## src/rtl/shift_register.sv

```systemverilog
// Parallel-in, serial-out shifter for the LED snake datapath: latches a word and presents it
// MSB-first, one bit per enable strobe, with a sticky done flag and an exposed bit counter.
module shift_register #(
    parameter int W = 24,
    localparam int CW = $clog2(W + 1)
) (
    input  logic          clk,
    input  logic          rstn,
    input  logic [W-1:0]  in,
    input  logic          en,
    output logic          out,
    output logic          done,
    output logic [CW-1:0] bits_shifted_dbg
);

    localparam logic [CW-1:0] CNT_ZERO = CW'(0);
    localparam logic [CW-1:0] CNT_ONE  = CW'(1);
    localparam logic [CW-1:0] CNT_LAST = CW'(W);

    logic [W-1:0]  sreg_r;
    logic [W-1:0]  sreg_s;
    logic [CW-1:0] cnt_r;
    logic [CW-1:0] cnt_s;
    logic          out_r;
    logic          out_s;
    logic          done_r;
    logic          done_s;

    // Next-state selection: the counter alone encodes ready (0), shifting (1..W-1) and closing (W).
    always_comb begin
        sreg_s = sreg_r;
        cnt_s  = cnt_r;
        out_s  = out_r;
        done_s = done_r;
        if (en) begin
            if (cnt_r == CNT_ZERO) begin
                out_s  = in[W-1];
                sreg_s = {in[W-2:0], 1'b0};
                cnt_s  = CNT_ONE;
                done_s = 1'b0;
            end else if (cnt_r == CNT_LAST) begin
                out_s  = 1'b0;
                cnt_s  = CNT_ZERO;
                done_s = 1'b1;
            end else begin
                out_s  = sreg_r[W-1];
                sreg_s = {sreg_r[W-2:0], 1'b0};
                cnt_s  = cnt_r + CNT_ONE;
            end
        end else begin
            sreg_s = sreg_r;
            cnt_s  = cnt_r;
        end
    end

    // State registers; reset clears the word in flight immediately.
    always_ff @(posedge clk or negedge rstn) begin
        if (!rstn) begin
            sreg_r <= {W{1'b0}};
            cnt_r  <= CNT_ZERO;
            out_r  <= 1'b0;
            done_r <= 1'b0;
        end else begin
            sreg_r <= sreg_s;
            cnt_r  <= cnt_s;
            out_r  <= out_s;
            done_r <= done_s;
        end
    end

    assign out              = out_r;
    assign done             = done_r;
    assign bits_shifted_dbg = cnt_r;

endmodule

```

## config.mk

```make
export PLATFORM = sky130hd
export DESIGN_NAME = shift_register
export DESIGN_NICKNAME = d
export VERILOG_FILES = /design/src/rtl/shift_register.sv
export SDC_FILE = /design/constraint.sdc
export NUM_CORES = 1
export LEC_CHECK = 0
export ABC_AREA = 1
export CORE_MARGIN = 2
export CORE_UTILIZATION = 35
export CTS_BUF_LIST = sky130_fd_sc_hd__clkbuf_2 sky130_fd_sc_hd__clkbuf_4 sky130_fd_sc_hd__clkbuf_8
export DETAILED_ROUTE_END_ITERATION = 6
export GPL_TIMING_DRIVEN = 0
export MAX_ROUTING_LAYER = met4
export SETUP_SLACK_MARGIN = 0.2
export SYNTH_ARGS = -nofsm -noshare
export SYNTH_HDL_FRONTEND = slang
export SYNTH_SLANG_ARGS = --single-unit
```

## constraint.sdc

```tcl
create_clock -name clk -period 1.5 [get_ports clk]
set_input_delay 0.3 -clock clk [delete_from_list [all_inputs] [get_ports clk]]
set_output_delay 0.3 -clock clk [all_outputs]
set_load 0.05 [all_outputs]
```

==> flow_summary.yaml <==
place:
  placed_cells_incl_taps: 298
  postPlaceCellArea_mm2: 0.00198
  gp_congestion: 0.719
  post-dp-hpwl_mm: 2.25
  portBuffers: 33
power:
  ir_drop_mv: 0.607
  power_frac_comb_pct: 54.4
  seq_power_share_pct: 31.8
  switchingPower_mw: 1.94
  finalPower_mw: 4.58
  power.share.switching_pct: 42.3
  clockPowerShare_pct: 13.9
  cellPowerDensity_mw_per_mm2: 1920
  p_int_mw: 2.64
  leakagePower_nw: 1.26
clocking:
  insertion_delay_ns: 0.28
  clk_path_buf_depth: 2
  cts_num_sinks: 30
  htree_levels: 2
  cts-root-buf: "clkbuf_8"
  cts_hold_buf: 0
  cts_tree: "built"
  cts_made_buffers: 5
  clk_pin_slew_ns: 0.06
timing:
  post-route-period-util_pct: 92.6
  fmax_ghz: 0.720
  setup_viol_count_final: 0
  report.final.slew_viol_count: 0
  rsz0062_at_grt: "true"
  hold_viol_final: 0
  relSlewSlack_pct: 54.4
  finalClockSkew_ns: 0.00764
  worstMarginPinSlew_ns: 0.684
  min_period_ns: 1.39
  tns_ns: 0
global_route:
  grt_usage_pct: 15.9
  grt_pass1_vias: 1378
  grt_max_degree: 31
  antenna_found_initial: 0
  grt_overflow: 0
  grt_pass1_wl_mm: 6.07
die:
  die_area_mm2: 0.00495
  core_mm2: 0.00429
  die_h_um: 70.4
  placement_rows: 24
  initial_core_util_pct: 35.9
  io_pins: 34
  die_x_um: 70.4
routing:
  ant_nets: 0
  route.detailed.drc: 0
  drt_iter0_markers: 111
  dr_total_vias: 1455
  vias_per_cell: 4.52
  wire_per_inst_um: 11.7
  drt-total-wl_mm: 3.76
  drt_pre_antenna_iters: 4
flow_run:
  maxCapViolations: 0
worst_setup_path:
  required_ns: 1.67
  worstSetupPathType: "reg2reg"
  crit_path_max_fanout: 7
  arrival_ns: 1.56
  startpoint_type: "register"
  end_kind: "register"
synthesis:
  avgSynthCellArea_um2: 7.24
  synth_seq_cells: 30
  synth_largest_type_area_fraction_pct: 48.7
  syn_nets: 242
  yosysUniqueCellTypes: 18
  ys_seq_area_share_pct: 48.7
  synth_area_mm2: 0.00154
  netlist_instances: 213
  yosys.area.top_type: "dfrtp_1"
  synth_area_leaders: "dfrtp_1 (49%), nand2_1 (35%), buf_6 (2.9%), buf_2 (1.6%), ha_1 (1.6%)"
  yosys_warnings: 0
final_layout:
  drive_gt1_share_pct: 31.5
  n_antenna_cell: 0
  layout_commonest_cell: "nand2_1"
  nFillCells: 422
  finalNonFillerCells: 322
  syn2layout_area_growth_pct: 54.4
  multi_input_area_um2: 827
  regArea_um2: 757
  finalInstanceArea_mm2: 0.00238
  nets: 299
  layout_common_cells: "nand2_1 (113), nand2_2 (27), dfrtp_1 (25)"
run_status:
  status: "finished clean"
min_path:
  min_path_type: "in2async"
per-stage QoR:
| stage | util [%] | hold WS (ns) | worst slack (ns) |
|---|---|---|---|
| detailed placement | 46.0 | 0.385 | -0.0648 |
| global placement | 46.1 | 0.461 | -0.598 |
| global route | 55.5 | 0.118 | 0.0403 |
| floorplan | - | 0.00441 | 0.111 |
| finish | 55.5 | 0.0637 | 0.111 |
| CTS | 50.1 | 0.0878 | 0.158 |
routing by layer:
| metal | wire [um] | GRT usage (%) |
|---|---|---|
| met1 | 1750 | 20.7 |
| met4 | 46 | 6.62 |
| met5 | 0 | - |
| met2 | 1820 | 23.9 |
| met3 | 150 | 3.61 |
cell type report:
type / instances / area share [%]
Multi-Input combinational cell: 167 / 34.7
Tap cell: 52 / 2.73
Sequential cell: 30 / 31.8
Buffer: 9 / 4.73
Timing Repair Buffer: 50 / 20.8
Clock buffer: 7 / 3.52
Inverter: 7 / 1.73
critical path: stages (launching register included):
cell and delay [ns]:
dfrtp_2 0.42, inv_2 0.08, ha_4 0.17, nand4_4 0.14, nand2_8 0.15, inv_8 0.06
clkbuf_16 0.15, nand2_1 0.05, nand2_1 0.04
state kept, by name (all words and copies together) (netlist names):
register          count
bits_shifted_dbg      5
out                   1
done                  1
sreg_r               23
cells in the mapped netlist:
| library cell | n |
|---|---|
| nand2_1 | 142 |
| dfrtp_1 | 30 |
| nor2_1 | 6 |
| buf_2 | 5 |
| inv_1 | 5 |
| o21ai_0 | 5 |
| buf_6 | 4 |
| nand4_1 | 4 |
| ha_1 | 2 |
| xor2_1 | 2 |
| inv_2 | 1 |
| inv_4 | 1 |
| nand2_2 | 1 |
| nand3_1 | 1 |
| nand3_2 | 1 |
| nand4_2 | 1 |
| nor2_2 | 1 |
| o21ai_1 | 1 |
power groups by stage:
| stage | sequential (mW) | clock, mW | combinational (mW) |
|---|---|---|---|
| final | 1.45 | 0.635 | 2.49 |
| after global routing | 1.50 | 0.692 | 2.77 |
| after CTS | 1.44 | 0.650 | 2.07 |
| after detailed placement | 1.46 | 0 | 1.90 |
| after global placement | 1.45 | 0 | 1.89 |
| after floorplan | 1.72 | 0 | 1.11 |
cell families (layout without fill, tap and decap cells):
family / after synthesis / count (layout) / synth area share (%)
simple gates: 157 / 157 / 40.2
flops: 30 / 30 / 48.7
buf+inv: 16 / 73 / 6.41
compound gates: 6 / 6 / 1.95
fa+ha+maj: 2 / 2 / 1.62
xor+xnor: 2 / 2 / 1.14
final timing paths:
path	from	cells past startpoint	to	slack [ns]
max	bits_shifted_dbg[0]$_DFFE_PN0P_	8	sreg_r[8]$_DFFE_PN0P_	0.11
min	rstn	1	bits_shifted_dbg[1]$_DFFE_PN0P_	0.06
max reg2reg	bits_shifted_dbg[0]$_DFFE_PN0P_	8	sreg_r[8]$_DFFE_PN0P_	0.11
min reg2reg	sreg_r[14]$_DFFE_PN0P_	2	sreg_r[14]$_DFFE_PN0P_	0.48
max in group asynchronous	rstn	1	bits_shifted_dbg[4]$_DFFE_PN0P_	0.96
min in group clk	en	3	sreg_r[1]$_DFFE_PN0P_	0.46
repair_timing:
action / CTS / global route
gates resized for setup: 49 / 50
endpoints found under the hold margin: 0 / 0
cloned: 1 / 3
pin swaps: 3 / 15
buffers inserted: 9 / 4
setup endpoints to repair: 31 / 31
(Power assumes the default switching activity.)
